[src/rtl/if_id_reg_pkg.sv]
// Shared CPU definitions: reset/handler vectors, exception codes and the NOP
// encoding used by the fetch, decode and CP0 stages.
package if_id_reg_pkg;

  localparam logic [31:0] RESET_PC   = 32'h0000_3000;
  localparam logic [31:0] HANDLER_PC = 32'h0000_4180;
  localparam logic [31:0] NOP_INSTR  = 32'h0000_0000;

  typedef enum logic [4:0] {
    EXC_NONE = 5'd0,
    EXC_MOD  = 5'd1,
    EXC_TLBL = 5'd2,
    EXC_TLBS = 5'd3,
    EXC_ADEL = 5'd4,
    EXC_ADES = 5'd5,
    EXC_IBE  = 5'd6,
    EXC_DBE  = 5'd7,
    EXC_SYS  = 5'd8,
    EXC_BP   = 5'd9,
    EXC_RI   = 5'd10,
    EXC_CPU  = 5'd11,
    EXC_OV   = 5'd12
  } exc_code_e;

  // Register bundle carried between fetch and decode; id_ex_reg reuses the
  // same reset > flush > stall > load priority over its own bundle.
  typedef struct packed {
    logic [31:0] pc;
    logic [31:0] instr;
    logic [4:0]  exc;
    logic        bd;
    logic        valid;
  } if_id_bundle_t;

  localparam if_id_bundle_t RESET_BUNDLE =
    '{pc: RESET_PC, instr: NOP_INSTR, exc: 5'd0, bd: 1'b0, valid: 1'b0};
  localparam if_id_bundle_t FLUSH_BUNDLE =
    '{pc: HANDLER_PC, instr: NOP_INSTR, exc: 5'd0, bd: 1'b0, valid: 1'b0};

endpackage

[src/rtl/if_id_reg.sv]
// Fetch/decode pipeline register: holds PC, instruction, fetch exception and
// delay-slot flag for decode, with stall, flush and fetch-fault sanitising.
module if_id_reg
  import if_id_reg_pkg::*;
(
  input  logic        clk,
  input  logic        reset,
  input  logic        stall,
  input  logic        flush,
  input  logic [31:0] pc_F,
  input  logic [31:0] instr_F,
  input  logic [4:0]  exc_F,
  input  logic        branch_D,
  output logic [31:0] pc_D,
  output logic [31:0] pc8_D,
  output logic [31:0] instr_D,
  output logic [4:0]  exc_D,
  output logic        bd_D,
  output logic        valid_D
);

  if_id_bundle_t state_p1;
  if_id_bundle_t load_p0;

  // A faulting fetch must never reach decode as a real opcode; the exception
  // code alone travels on to the commit point.
  function automatic logic [31:0] sanitise_instr(input logic [31:0] instr,
                                                 input logic [4:0]  exc);
    return (exc == 5'd0) ? instr : NOP_INSTR;
  endfunction

  always_comb begin
    load_p0       = '0;
    load_p0.pc    = pc_F;
    load_p0.instr = sanitise_instr(instr_F, exc_F);
    load_p0.exc   = exc_F;
    load_p0.bd    = branch_D;
    load_p0.valid = 1'b1;
  end

  // F -> D stage boundary
  always_ff @(posedge clk) begin
    if (reset)       state_p1 <= RESET_BUNDLE;
    else if (flush)  state_p1 <= FLUSH_BUNDLE;
    else if (!stall) state_p1 <= load_p0;
  end

  assign pc_D    = state_p1.pc;
  assign pc8_D   = state_p1.pc + 32'd8;
  assign instr_D = state_p1.instr;
  assign exc_D   = state_p1.exc;
  assign bd_D    = state_p1.bd;
  assign valid_D = state_p1.valid;

endmodule

[config.mk]
export PLATFORM = sky130hd
export DESIGN_NAME = if_id_reg
export DESIGN_NICKNAME = d
export VERILOG_FILES = /design/src/rtl/if_id_reg_pkg.sv /design/src/rtl/if_id_reg.sv
export SDC_FILE = /design/constraint.sdc
export NUM_CORES = 1
export LEC_CHECK = 0
export BUFFER_PORTS_ARGS = -buffer_cell sky130_fd_sc_hd__buf_2
export CORE_MARGIN = 8
export CORE_UTILIZATION = 49
export CTS_BUF_LIST = sky130_fd_sc_hd__clkbuf_4 sky130_fd_sc_hd__clkbuf_8
export DETAILED_ROUTE_END_ITERATION = 10
export PLACE_DENSITY_LB_ADDON = 0.08
export SETUP_SLACK_MARGIN = 0.1
export SLEW_MARGIN = 20
export SYNTH_ARGS = -nofsm -noshare
export SYNTH_HDL_FRONTEND = slang
export SYNTH_SLANG_ARGS = --single-unit
[constraint.sdc]
create_clock -name clk -period 3.1 [get_ports clk]
set_input_delay 0.465 -clock clk [delete_from_list [all_inputs] [get_ports clk]]
set_output_delay 0.465 -clock clk [all_outputs]
set_load 0.03 [all_outputs]
== After elaboration in Yosys (flattened, before gate mapping) ==
Index checks and enable logic that the tools add are counted.
Storage, ports and cells
  output and inout port bits: 103
  logic and storage cells: 13
  input bits: 74
  flip-flop bits (word level): 71
Cells by class
  reduce and logical (&&, ||, !) cells: 2
  mux-type cells: 3
  equality and inequality tests: 1
  add/subtract/negate cells: 1
Operators with widths (number)
  two-way mux 54 bit: 2
  adder 32 x 4 -> 32 bit, second input constant: 1
  two-way mux 32 bit: 1
  zero test 5 bit: 1
  inequality test 2 x 1 -> 1 bit, second input constant: 1
  OR reduction 2 bit: 1

== Depth between registers and ports, before layout ==
  word-level depth: 4
  mapped depth: 5
  depth with buffers taken out: 5

== Least setup slack after synthesis ==
OpenSTA, ideal clock, no wires.
  path type: reg-to-output
  start: register state_p1 (netlist bit pc_D[3])
  end: output port pc8_D[27]
  required time: 2.635 ns
  cell stages (with the launch flop): 6
  arrival: 2.012 ns
  path slack: 0.623 ns
  path buffers: 0
  cells stage by stage: dfxtp_1 > ha_1 > nand3_1 > nand2b_1 > nor4_1 > xor2_1
Between the ends
  word-level cells in the longest chain between the ends: 1
RTL lines
  from (decl): line if_id_reg.sv:22  | if_id_bundle_t state_p1;
  from (signal assigned): line if_id_reg.sv:45  | else if (!stall) state_p1 <= load_p0;
  adder 32 x 4 -> 32 bit: line if_id_reg.sv:49  | assign pc8_D = state_p1.pc + 32'd8;
  to (decl): line if_id_reg.sv:15  | output logic [31:0] pc8_D,
Every way passes these cells.

== Final worst setup path ==
  start: register state_p1 (netlist bit pc_D[3])
  end: output port pc8_D[29]
The elaborated chain is that of the path after synthesis.

==> results.json <==
{
  "status": "completed",
  "cp-end-kind": "output pin",
  "core_area_mm2": 0.00624,
  "postPlaceCellArea_mm2": 0.00398,
  "fin_nets": 564,
  "whs_ps": 349,
  "pwr-share-clk_pct": 38.4,
  "stdcell_count": 571,
  "final-hold-violation-count": 0,
  "gp_congestion": 0.825,
  "multi_input_area_mm2": 0.00153,
  "antenna_found_initial": 0,
  "drt-initial-drc-count": 108,
  "path_clk_slew_ps": 80,
  "pwr-share-comb_pct": 13.1,
  "firstDrtPassIters": 4,
  "drive_gt1_share_pct": 43.7,
  "hold_class": "input port to flip-flop",
  "async_reset_ff_share_pct": 0,
  "p_int_mw": 1.44,
  "synth_flop_cell": "dfxtp_1",
  "wl_per_cell_um": 15.7,
  "cts.sinks": 71,
  "setup_ws_ps": 364,
  "cts_max_level": 3,
  "worst_pin_slew_ps": 655,
  "grt_pass1_vias": 2772,
  "synthToLayoutAreaGrowth_pct": 34.2,
  "drtAntennaViolNets": 0,
  "slew_headroom_pct": 56.4,
  "finalMaxSlewViolations": 0,
  "maxCapViolations": 0,
  "clockBufferDepth": 2,
  "die_y_um": 95.8,
  "cts_setup_buffers": 0,
  "regArea_mm2": 0.00142,
  "synth_fp_nets": 395,
  "final_cell_area_mm2": 0.00418,
  "seq_power_share_pct": 48.5,
  "synth_cell_types": 33,
  "vdd.ir_drop.worst_v": 0.000386,
  "cts_root_buf": "clkbuf_8",
  "synthCells": 320,
  "drt-vias-per-instance": 5.06,
  "power.total_mw": 1.98,
  "power.leakage_nw": 2.11,
  "clock.fmax_ghz": 0.366,
  "critPathKind": "flip-flop to output pin",
  "rows": 29,
  "worstSkewPairLatency_ps": 330,
  "holdBufCountCts": 0,
  "crit_required_ps": 2630,
  "ys_warn_count": 0,
  "die_width_um": 95.8,
  "fin_util_pct": 67.0,
  "finalSetupTns_ps": 0,
  "track_usage_pct": 19.2,
  "setup_viol": 0,
  "pin_count": 177,
  "drcViolationCount": 0,
  "cp_max_fo": 7,
  "grt_max_degree": 37,
  "period_minus_slack_ps": 2740,
  "ys_seq_area_share_pct": 45.6,
  "post-place-ws_ps": 783,
  "syn_area_mm2": 0.00312,
  "vias": 2890,
  "start_util_pct": 49.9,
  "fill_cells": 536,
  "wl_um": 8990,
  "p_sw_share_pct": 27.0,
  "io_buffers": 176,
  "fp.dieArea_mm2": 0.00917,
  "avgSynthCellArea_um2": 9.74,
  "fin_skew_ps": 0,
  "cts_buffers": 9,
  "p_switching_uw": 534,
  "place_inst": 555,
  "overflow": 0,
  "finalCritPeriodShare_pct": 88.2,
  "powerDensity_mw_per_mm2": 473,
  "n_antenna_cell": 0,
  "rsz0062_at_grt": "false",
  "start_kind": "flip-flop",
  "synth_edf_count": 0,
  "ctsResizeCount": 0,
  "dp_hpwl_um": 6800,
  "ys_ff_latch": 71,
  "arrival_ps": 2270,
  "grt_pass1_wl_um": 13700,
  "tritoncts": "done"
}
==> path summary, 6_finish.rpt <==
| check | startpoint | end | slack, ps | cells after the start |
|---|---|---|---|---|
| worst max register to register | pc_D[7]$_SDFFE_PP0P_ | pc_D[7]$_SDFFE_PP0P_ | 2300 | 2 |
| worst max-delay path | pc_D[3]$_SDFFE_PP0N_ | pc8_D[29] | 360 | 6 |
| worst min-delay path | instr_F[7] | instr_D[7]$_SDFFE_PP0N_ | 350 | 3 |
| worst min register to register | valid_D$_SDFFE_PP0N_ | valid_D$_SDFFE_PP0N_ | 450 | 2 |
==> sequential cells by signal, indices dropped and copies added, names as in the netlist <==
name	flops
instr_D	32
pc_D	32
exc_D	5
bd_D	1
valid_D	1
==> synth_stat cells (all sizes together) (2+ instances only) <==
| library cell | count | share of area [%] |
|---|---|---|
| nand4 | 6 | 2.2 |
| inv | 5 | 0.60 |
| dfxtp | 71 | 46 |
| nor2b | 4 | 0.80 |
| xor2 | 17 | 4.8 |
| clkbuf | 6 | 1.0 |
| o21bai | 2 | 0.48 |
| and4 | 5 | 1.5 |
| a22oi | 32 | 8.5 |
| nor2 | 72 | 9.3 |
| nor3 | 7 | 1.5 |
| nand3 | 7 | 1.1 |
| nor4 | 7 | 1.4 |
| buf | 16 | 3.8 |
| nand2 | 9 | 1.1 |
| xnor2 | 10 | 2.8 |
| mux2i | 35 | 11 |
| a211oi | 3 | 0.72 |
==> routing by layer <==
layer	share of wire (%)	GRT usage, %
met3	11	7.41
met2	47	30.7
met1	40	22.4
met5	0	0
met4	1.6	8.45
==> power groups by stage <==
stage	clock, mW	combinational (mW)	sequential, mW
6_report	0.759	0.260	0.958
4_1_cts	0.777	0.262	0.958
2_1_floorplan	0	0.125	1.02
5_1_grt	0.814	0.279	0.961
3_5_place_dp	0	0.262	0.979
3_3_place_gp	0	0.259	0.978
==> cells by family (layout without fill, tap and decap cells) <==
group,Yosys count,count (layout),synth area share (%)
xor gates and xnor gates,27,27,7.59
and+or+nand+nor,121,121,19.9
DFF,71,71,45.6
muxes,35,35,11.2
adders and majority gates,1,1,0.401
buffers and inverters,27,201,5.42
AOI/OAI and AO/OA,38,38,9.88
==> critical path, stage by stage (launching register included) <==
cell and delay, ps:
dfxtp_1 420, ha_1 210, nand3_1 160, nand2b_1 340, nor4_1 390, xor2_1 190, buf_2 220
==> cell type report <==
cell class,count,area share (%)
Multi-Input combinational cell,222,36.5
Sequential cell,71,34.0
Timing Repair Buffer,180,21.8
Clock buffer,11,3.62
Tap cell,77,2.30
Clock inverter,5,1.35
Inverter,5,0.449
==> cells in the final DEF (no fill, tap or decap), drive strengths merged, types with 7 or more instances in the layout <==
master / Yosys / routed
dfxtp: 71 / 71
nand3: 7 / 7
xnor2: 10 / 10
nor3: 7 / 7
buf: 16 / 180
nor4: 7 / 7
xor2: 17 / 17
clkbuf: 6 / 11
mux2i: 35 / 35
nand2: 9 / 9
a22oi: 32 / 32
nor2: 72 / 72
No activity file was read; power rests on OpenSTA's default activity.
